[config.mk]
export PLATFORM = sky130hd
export DESIGN_NAME = prime_scan_flat
export DESIGN_NICKNAME = d
export VERILOG_FILES = /design/src/rtl/prime_scan_if.sv /design/src/rtl/prime_scan.sv /design/src/flat_wrapper.sv
export SDC_FILE = /design/constraint.sdc
export NUM_CORES = 1
export LEC_CHECK = 0
export BUFFER_PORTS_ARGS = -buffer_cell sky130_fd_sc_hd__clkbuf_2
export CAP_MARGIN = 20
export CORE_AREA = 2 2 65 43
export CTS_CLUSTER_SIZE = 20
export DETAILED_ROUTE_END_ITERATION = 12
export DIE_AREA = 0 0 67 45
export PLACE_DENSITY = 0.79
export SLEW_MARGIN = 20
export SYNTH_ARGS = -nofsm -noshare
export SYNTH_HDL_FRONTEND = slang
export SYNTH_SLANG_ARGS = --single-unit
[constraint.sdc]
create_clock -name clk -period 2.1 [get_ports clk]
set_input_delay 0.105 -clock clk [delete_from_list [all_inputs] [get_ports clk]]
set_output_delay 0.105 -clock clk [all_outputs]
set_load 0.02 [all_outputs]
[src/rtl/prime_scan_if.sv]
`default_nettype none
// ============================================================================
//  Module   : prime_scan_if
//  Purpose  : Request/result bundle between a range scanner and its user,
//             plus the x/z link to the combinational prime classifier.
//  Revision : 1.0
// ============================================================================
interface prime_scan_if #(
    parameter int W = 4
);
    logic         start;
    logic [W-1:0] lo;
    logic [W-1:0] hi;
    logic [W-1:0] x;
    logic         z;
    logic         busy;
    logic         done;
    logic [W:0]   count;
    logic         hit;
    logic [W-1:0] hit_val;
    logic [W-1:0] max_prime;

    modport master (
        output start, lo, hi, z,
        input  x, busy, done, count, hit, hit_val, max_prime
    );

    modport slave (
        input  start, lo, hi, z,
        output x, busy, done, count, hit, hit_val, max_prime
    );
endinterface
`default_nettype wire

[src/rtl/prime_scan.sv]
`default_nettype none
// ============================================================================
//  Module   : prime_scan
//  Purpose  : Walks lo..hi through the prime classifier one value per clock,
//             counting and reporting primes. Optional macro PRIME_SCAN_MAX_EN
//             builds the max_prime register (tied to 0 otherwise).
//  Revision : 1.0
// ============================================================================
module prime_scan #(
    parameter int W = 4
) (
    input  wire logic   clk,
    input  wire logic   rst,
    prime_scan_if.slave bus
);
    typedef enum logic [1:0] {
        S_IDLE = 2'd0,
        S_SCAN = 2'd1,
        S_DONE = 2'd2
    } state_t;

    state_t       r_state;
    logic [W-1:0] r_x;
    logic [W-1:0] r_hi;
    logic [W-1:0] r_hit_val;
    logic [W:0]   r_count;
    logic         r_busy;
    logic         r_done;
    logic         r_hit;
`ifdef PRIME_SCAN_MAX_EN
    logic [W-1:0] r_max;
`endif

    always_ff @(posedge clk) begin
        if (rst) begin
            r_state   <= S_IDLE;
            r_x       <= '0;
            r_hi      <= '0;
            r_hit_val <= '0;
            r_count   <= '0;
            r_busy    <= 1'b0;
            r_done    <= 1'b0;
            r_hit     <= 1'b0;
`ifdef PRIME_SCAN_MAX_EN
            r_max     <= '0;
`endif
        end else begin
            case (r_state)
                S_IDLE: begin
                    r_done <= 1'b0;
                    r_hit  <= 1'b0;
                    if (bus.start) begin
                        r_count <= '0;
`ifdef PRIME_SCAN_MAX_EN
                        r_max   <= '0;
`endif
                        if (bus.lo <= bus.hi) begin
                            r_hi    <= bus.hi;
                            r_x     <= bus.lo;
                            r_busy  <= 1'b1;
                            r_state <= S_SCAN;
                        end else begin
                            r_done  <= 1'b1;
                            r_state <= S_DONE;
                        end
                    end
                end
                S_SCAN: begin
                    if (bus.z) begin
                        r_count   <= r_count + (W+1)'(1);
                        r_hit     <= 1'b1;
                        r_hit_val <= r_x;
`ifdef PRIME_SCAN_MAX_EN
                        r_max     <= r_x;
`endif
                    end else begin
                        r_hit <= 1'b0;
                    end
                    // Stop by comparison so hi = all-ones never wraps x.
                    if (r_x == r_hi) begin
                        r_busy  <= 1'b0;
                        r_done  <= 1'b1;
                        r_state <= S_DONE;
                    end else begin
                        r_x <= r_x + W'(1);
                    end
                end
                S_DONE: begin
                    r_done  <= 1'b0;
                    r_hit   <= 1'b0;
                    r_state <= S_IDLE;
                end
                default: begin
                    r_busy  <= 1'b0;
                    r_done  <= 1'b0;
                    r_hit   <= 1'b0;
                    r_state <= S_IDLE;
                end
            endcase
        end
    end

    assign bus.x       = r_x;
    assign bus.busy    = r_busy;
    assign bus.done    = r_done;
    assign bus.count   = r_count;
    assign bus.hit     = r_hit;
    assign bus.hit_val = r_hit_val;
`ifdef PRIME_SCAN_MAX_EN
    assign bus.max_prime = r_max;
`else
    assign bus.max_prime = '0;
`endif
endmodule
`default_nettype wire
[src/flat_wrapper.sv]
// flat-port wrapper written by rule: the top's interface ports become plain ports
module prime_scan_flat 
#(
    parameter int W = 4
)
  (clk, rst, bus_start, bus_lo, bus_hi, bus_z, bus_x, bus_busy, bus_done, bus_count, bus_hit, bus_hit_val, bus_max_prime);
  prime_scan_if #(.W(W)) bus_i ();
  input  wire logic clk;
  input  wire logic rst;
  input wire logic [$bits(bus_i.start)-1:0] bus_start;
  input wire logic [$bits(bus_i.lo)-1:0] bus_lo;
  input wire logic [$bits(bus_i.hi)-1:0] bus_hi;
  input wire logic [$bits(bus_i.z)-1:0] bus_z;
  output wire logic [$bits(bus_i.x)-1:0] bus_x;
  output wire logic [$bits(bus_i.busy)-1:0] bus_busy;
  output wire logic [$bits(bus_i.done)-1:0] bus_done;
  output wire logic [$bits(bus_i.count)-1:0] bus_count;
  output wire logic [$bits(bus_i.hit)-1:0] bus_hit;
  output wire logic [$bits(bus_i.hit_val)-1:0] bus_hit_val;
  output wire logic [$bits(bus_i.max_prime)-1:0] bus_max_prime;
  assign bus_i.start = bus_start;
  assign bus_i.lo = bus_lo;
  assign bus_i.hi = bus_hi;
  assign bus_i.z = bus_z;
  assign bus_x = bus_i.x;
  assign bus_busy = bus_i.busy;
  assign bus_done = bus_i.done;
  assign bus_count = bus_i.count;
  assign bus_hit = bus_i.hit;
  assign bus_hit_val = bus_i.hit_val;
  assign bus_max_prime = bus_i.max_prime;
  prime_scan #(.W(W)) u_core (.clk(clk), .rst(rst), .bus(bus_i));
endmodule
==> results.yml, run 1 <==
status:
  status: "completed"
detailed_routing:
  drc: 0
  num_vias: 935
  wl_per_cell_um: 12.8
  finalWirelength_mm: 2.33
  via_per_inst: 5.11
  antenna_left: 0
  drt-initial-drc-count: 55
  drt_first_pass_iters: 4
grt:
  antenna_found_initial: 0
  overflow: 0
  grt_pass1_vias: 877
  track_usage_pct: 17.4
  grt_first_pass_wirelength_mm: 3.85
  grt_max_degree: 23
clock_tree:
  cts_made_buffers: 3
  hold_buffers: 0
  clk_pin_slew_ns: 0.08
  clk_root_buffer_cell: "clkbuf_8"
  cts_resized: 0
  htree_levels: 1
  worstSkewPairLatency_ns: 0.26
  post-cts-setup-buffers: 0
  cts_tree: "built"
  cts.sinks: 22
  cts_buffer_depth: 2
synthesis:
  avgSynthCellArea_um2: 9.36
  synth_xor_area_share_pct: 6.13
  synth_top_flop_cell: "dfxtp_1"
  synth_cell_types: 33
  yosys.area_share.simple_pct: 18.5
  ys_warn_count: 0
  synthArstFlopShare_pct: 0
  synthCells: 122
  synthAdderAreaFrac_pct: 6.57
  seq_area_frac_synth_pct: 38.6
  synth_edf_count: 0
  muxShareOfSynthArea_pct: 8.76
  synth_compound_area_share_pct: 15.9
  syn_area_um2: 1140
  synth_top_family_by_area: "simple AND/OR/NAND/NOR gates"
  ys_ff_latch: 22
final_layout:
  drive_gt1_share_pct: 26.5
  finalNetCount: 170
  final_cell_mix: "27 x clkbuf_2, 22 x dfxtp_1, 18 x nor2_1"
  area_growth_pct: 20.3
  layout_commonest_cell: "clkbuf_2"
  final_cell_count_no_fill: 183
  antenna_cells: 0
  nFillCells: 240
  final_cell_area_um2: 1370
power_and_ir_drop:
  p_sw_mw: 0.395
  power.share.sequential_pct: 39.9
  ir_drop_uv: 441
  pwr_density_cell_nw_per_um2: 909
  combPwrFrac_pct: 28.5
  p_clk_share_pct: 31.6
  internal_power_mw: 0.854
  p_total_mw: 1.25
  swShare_pct: 31.6
  p_leak_nw: 0.686
timing:
  fin_crit_sh_pct: 82.9
  hold_viol: 0
  finalMaxSlewViolations: 0
  fin_hold_ws_ns: 0.0904
  finClkSkew_ns: 0.00135
  layout_min_cycle_time_ns: 1.74
  grt_setup_unrepaired: "no"
  setup_viol: 0
  max_freq_mhz: 575
  setup_tns_ns: 0
place:
  hpwl_mm: 1.81
  dp_cells: 179
  portBuffers: 27
  place_area_um2: 1300
  gp_congestion: 0.847
setup_path:
  crit_cells: 5
  crit_arrival_ns: 1.88
  critPathCaptureType: "flop"
  cp_slowest_stage_delay_ns: 0.44
  required_ns: 2.24
  r2r_setup_slack_ns: 0.36
  cp_cell_sequence: "and2b_1 > o41ai_4 > a2bb2oi_4 > mux2i_1 > nor2_1"
  path_max_fanout: 11
  path_buf_inv: 0
  r2r_cells: 5
  criticalPathCategory: "flop to flop"
  reg2reg_from: "u_core.r_state[0]"
  start_kind: "flop"
  critPathSlowestCell: "and2b_1"
  r2r-end: "u_core.bus.x[3]"
  cp_top_family: "compound AO/OA/AOI/OAI gates"
floorplanning:
  die_h_um: 45
  num_rows: 14
  io-pin-count: 32
  die_w_um: 67
  core-area_um2: 2380
  start_util_pct: 48.0
  die_area_um2: 3020
worst_hold_path:
  min_from: "bus_hi[1]"
  min_to: "u_core.r_hi[1]"
  hp-class: "input port to flop"
  worstHoldPathCells: 3
flow_run:
  maxCapViolCount: 0
## cell usage after synthesis, types with 2 or more instances
| cell | number | area [um^2] |
|---|---|---|
| ha_1 | 6 | 75.1 |
| nor3_1 | 3 | 15.0 |
| mux2i_1 | 10 | 100 |
| dfxtp_1 | 22 | 440 |
| a211oi_2 | 3 | 37.5 |
| nor2_1 | 18 | 67.6 |
| nand4_1 | 2 | 12.5 |
| inv_1 | 5 | 18.8 |
| xor2_1 | 8 | 70.1 |
| buf_4 | 4 | 30.0 |
| a21oi_1 | 8 | 40.0 |
| nand3_1 | 3 | 15.0 |
| nand2_1 | 7 | 26.3 |
| o21ai_0 | 2 | 10.0 |
| clkbuf_1 | 3 | 11.3 |
## layout make-up
| type | instances | area [um^2] | share of cell area [%] |
|---|---|---|---|
| Clock buffer | 3 | 41.3 | 3.01 |
| Clock inverter | 1 | 30.0 | 2.19 |
| Inverter | 5 | 18.8 | 1.37 |
| Multi-Input combinational cell | 91 | 653 | 47.5 |
| Sequential cell | 22 | 440 | 32.1 |
| Tap cell | 32 | 40.0 | 2.91 |
| Timing Repair Buffer | 29 | 150 | 10.9 |
## how the worst max path moves through the flow
stage	slack, ns	startpoint	endpoint
floorplan	0.42	u_core.bus.x[0]	u_core.bus.x[0]
global placement	0.31	bus_hi[3]	u_core.bus.x[3]
detailed placement	0.26	bus_hi[3]	u_core.bus.x[3]
CTS	0.37	u_core.r_state[0]	u_core.bus.x[3]
global route	0.22	u_core.r_state[0]	u_core.bus.x[3]
finish	0.36	u_core.r_state[0]	u_core.bus.x[3]
## tightest hold or removal path, delay by kind of cell
family	cells	cell delay, ns
buf+inv	1	0.09
simple gates	1	0.07
mux	1	0.06
## routing by layer
layer / routed length (um) / vias up / part of all wire, % / GRT usage (%)
li1: - / 479 / - / -
met3: 143 / 2 / 6.1 / 5.24
met5: 0 / - / 0 / 0
met1: 1200 / 429 / 51 / 23.7
met2: 972 / 25 / 42 / 26.9
met4: 18 / 0 / 0.77 / 4.90
## power groups by stage
stage / registers (mW) / logic (mW) / clock network, mW
global placement: 0.506 / 0.348 / 0
detailed placement: 0.507 / 0.355 / 0
finish: 0.499 / 0.356 / 0.394
floorplan: 0.535 / 0.237 / 0
global route: 0.505 / 0.391 / 0.418
CTS: 0.499 / 0.356 / 0.401
## logic make-up after synthesis
| group | count (synthesis) |
|---|---|
| fa+ha+maj | 6 |
| xor+xnor | 8 |
| flops | 22 |
| simple gates | 43 |
| compound gates | 20 |
| buf+inv | 12 |
| other cells | 1 |
| mux | 10 |
## sequential cells by signal, summed over array words and instances (netlist names)
name	flops
u_core.r_state	2
u_core.bus.hit_val	4
u_core.bus.count	5
u_core.bus.done	1
u_core.bus.busy	1
u_core.bus.hit	1
u_core.r_hi	4
u_core.bus.x	4
## stage by stage
stage	utilization (%)	setup slack (ns)
global placement	54.7	0.312
floorplan	-	0.424
CTS	57.7	0.366
detailed placement	54.7	0.261
global route	57.7	0.216
finish	57.7	0.360
Power figures use the tool's default switching activity.
==> run 2, diff against run 1 <==
--- a/config.mk
+++ b/config.mk
@@ -7,11 +7,11 @@
 export LEC_CHECK = 0
 export BUFFER_PORTS_ARGS = -buffer_cell sky130_fd_sc_hd__clkbuf_2
 export CAP_MARGIN = 20
-export CORE_AREA = 2 2 65 43
+export CORE_AREA = 2 2 68 44
 export CTS_CLUSTER_SIZE = 20
 export DETAILED_ROUTE_END_ITERATION = 12
-export DIE_AREA = 0 0 67 45
-export PLACE_DENSITY = 0.79
+export DIE_AREA = 0 0 70 46
+export PLACE_DENSITY = 0.77
 export SLEW_MARGIN = 20
 export SYNTH_ARGS = -nofsm -noshare
 export SYNTH_HDL_FRONTEND = slang
==> constraint.sdc (replaced) <==
create_clock -name clk -period 1.45 [get_ports clk]
set_input_delay 0.0725 -clock clk [delete_from_list [all_inputs] [get_ports clk]]
set_output_delay 0.0725 -clock clk [all_outputs]
set_load 0.02 [all_outputs]
==> results.yml, run 2 (synthesized netlist as in run 1, its figures left out) <==
floorplanning:
  die_w_um: 70
  num_rows: 15
  io-pin-count: 32
  die_area_um2: 3220
  start_util_pct: 42.9
  die_h_um: 46
  core-area_um2: 2670
final_layout:
  layout_commonest_cell: "clkbuf_2"
  largest_reg_flops: 5
  final_cell_mix: "27 x clkbuf_2, 18 x nor2_1, 16 x buf_4"
  drive_gt1_share_pct: 44.2
  antenna_cells: 0
  finalNetCount: 184
  nFillCells: 234
  area_growth_pct: 36.6
timing:
  finalMaxSlewViolations: 0
  grt_setup_unrepaired: "yes"
  layout_min_cycle_time_ns: 1.54
  finClkSkew_ns: 0.00632
  max_freq_mhz: 648
  setup_viol: 5
  setup_slack_ns: -0.0929
  fin_crit_sh_pct: 106
  hold_viol: 0
setup_path:
  cp_top_family: "compound AO/OA/AOI/OAI gates"
  criticalPathCategory: "flop to flop"
  cp_cell_sequence: "xor2_2 > o41ai_4 > a2bb2oi_4 > a22oi_2 > a21oi_1"
  required_ns: 1.58
  r2r_cells: 5
  path_max_fanout: 7
  crit_cells: 5
  critPathSlowestCell: "o41ai_4"
  path_buf_inv: 0
  critPathCaptureType: "flop"
  cp_slowest_stage_delay_ns: 0.46
  start_kind: "flop"
  crit_arrival_ns: 1.68
worst_hold_path:
  hp-class: "input port to flop"
  worstHoldPathCells: 3
power_and_ir_drop:
  p_leak_nw: 0.750
  swShare_pct: 34.7
  ir_drop_uv: 760
  p_clk_share_pct: 21.9
  p_total_mw: 1.80
  combPwrFrac_pct: 37.8
  pwr_density_cell_nw_per_um2: 1150
  internal_power_mw: 1.18
  power.share.sequential_pct: 40.3
  p_sw_mw: 0.624
detailed_routing:
  antenna_left: 0
  num_vias: 994
  drt_first_pass_iters: 4
  wl_per_cell_um: 13.3
  drc: 0
  drt-initial-drc-count: 59
  finalWirelength_mm: 2.64
  via_per_inst: 4.99
clock_tree:
  cts.sinks: 22
  post-cts-setup-buffers: 0
  clk_pin_slew_ns: 0.08
  clk_root_buffer_cell: "clkbuf_8"
  cts_buffer_depth: 2
  cts_tree: "built"
  worstSkewPairLatency_ns: 0.26
  htree_levels: 1
  cts_made_buffers: 3
grt:
  grt_pass1_vias: 922
  grt_max_degree: 23
  track_usage_pct: 17.4
  antenna_found_initial: 0
  grt_first_pass_wirelength_mm: 4.17
  overflow: 0
place:
  hpwl_mm: 2.09
  place_ws_ns: -0.268
  gp_congestion: 0.881
  portBuffers: 27
status:
  violations: "setup timing"
  status: "complete, but fails checks"
flow_run:
  maxCapViolCount: 0
run 2: cell count changes in the layout (fill, tap and decap cells not counted), sizes merged:
cell and delta:
buf +14, bufinv -1, clkbuf +1
run 2: final cells by class:
cell class	instances	area [um^2]	share of cell area [%]
clock buffer	4	45.0	2.89
multi-input combinational	91	744	47.7
sequential	22	454	29.1
timing repair buffer	43	255	16.4
inverter	5	18.8	1.20
tap	34	42.5	2.73
run 2: tightest hold or removal path: cells and delay by family:
kind,cells,cell delay [ns]
buffers and inverters,1,0.09
multiplexers,1,0.06
AND/OR/NAND/NOR,1,0.08
run 2: power groups by stage:
stage | logic, mW | clock network (mW) | registers [mW]
floorplan | 0.366 | 0 | 0.785
global placement | 0.625 | 0 | 0.722
detailed placement | 0.648 | 0 | 0.727
CTS | 0.667 | 0.403 | 0.716
global route | 0.737 | 0.427 | 0.733
finish | 0.681 | 0.394 | 0.725
run 2: final timing paths:
kind                                      start              end  slack (ns)
worst min register to register  u_core.bus.busy  u_core.bus.busy        0.47
worst max-delay path             u_core.r_hi[1]  u_core.bus.x[0]       -0.09
worst min-delay path                  bus_hi[1]   u_core.r_hi[1]        0.06
worst max register to register   u_core.r_hi[1]  u_core.bus.x[0]       -0.09
run 2: routing by layer:
layer  vias to the layer above  global-route usage [%]  routed length, um
met1                       467                    21.1               1210
met2                        25                    29.9               1260
met3                         4                    5.75                139
met5                         -                       0                  0
met4                         0                    5.77                 31
li1                        498                       -                  -
run 2: what timing repair did:
item                                    CTS  global route
gates cloned                              0             0
gates resized for setup                   5             8
hold buffers                              0             0
pin swaps                                 4             1
endpoints found under the setup margin    9            15
run 2: stage by stage:
| stage | utilization [%] | instance area [um^2] | hold WS, ns | setup TNS [ns] | instances |
|---|---|---|---|---|---|
| floorplan | - | 1210 | 0.144 | -0.0655 | 125 |
| CTS | 57.0 | 1520 | 0.0661 | -0.330 | 199 |
| global route | 58.5 | 1560 | 0.0828 | -0.634 | 199 |
| finish | 58.5 | 1560 | 0.0623 | -0.333 | 199 |
| global placement | 54.9 | 1460 | 0.329 | -1.17 | 195 |
| detailed placement | 54.9 | 1460 | 0.342 | -1.79 | 195 |
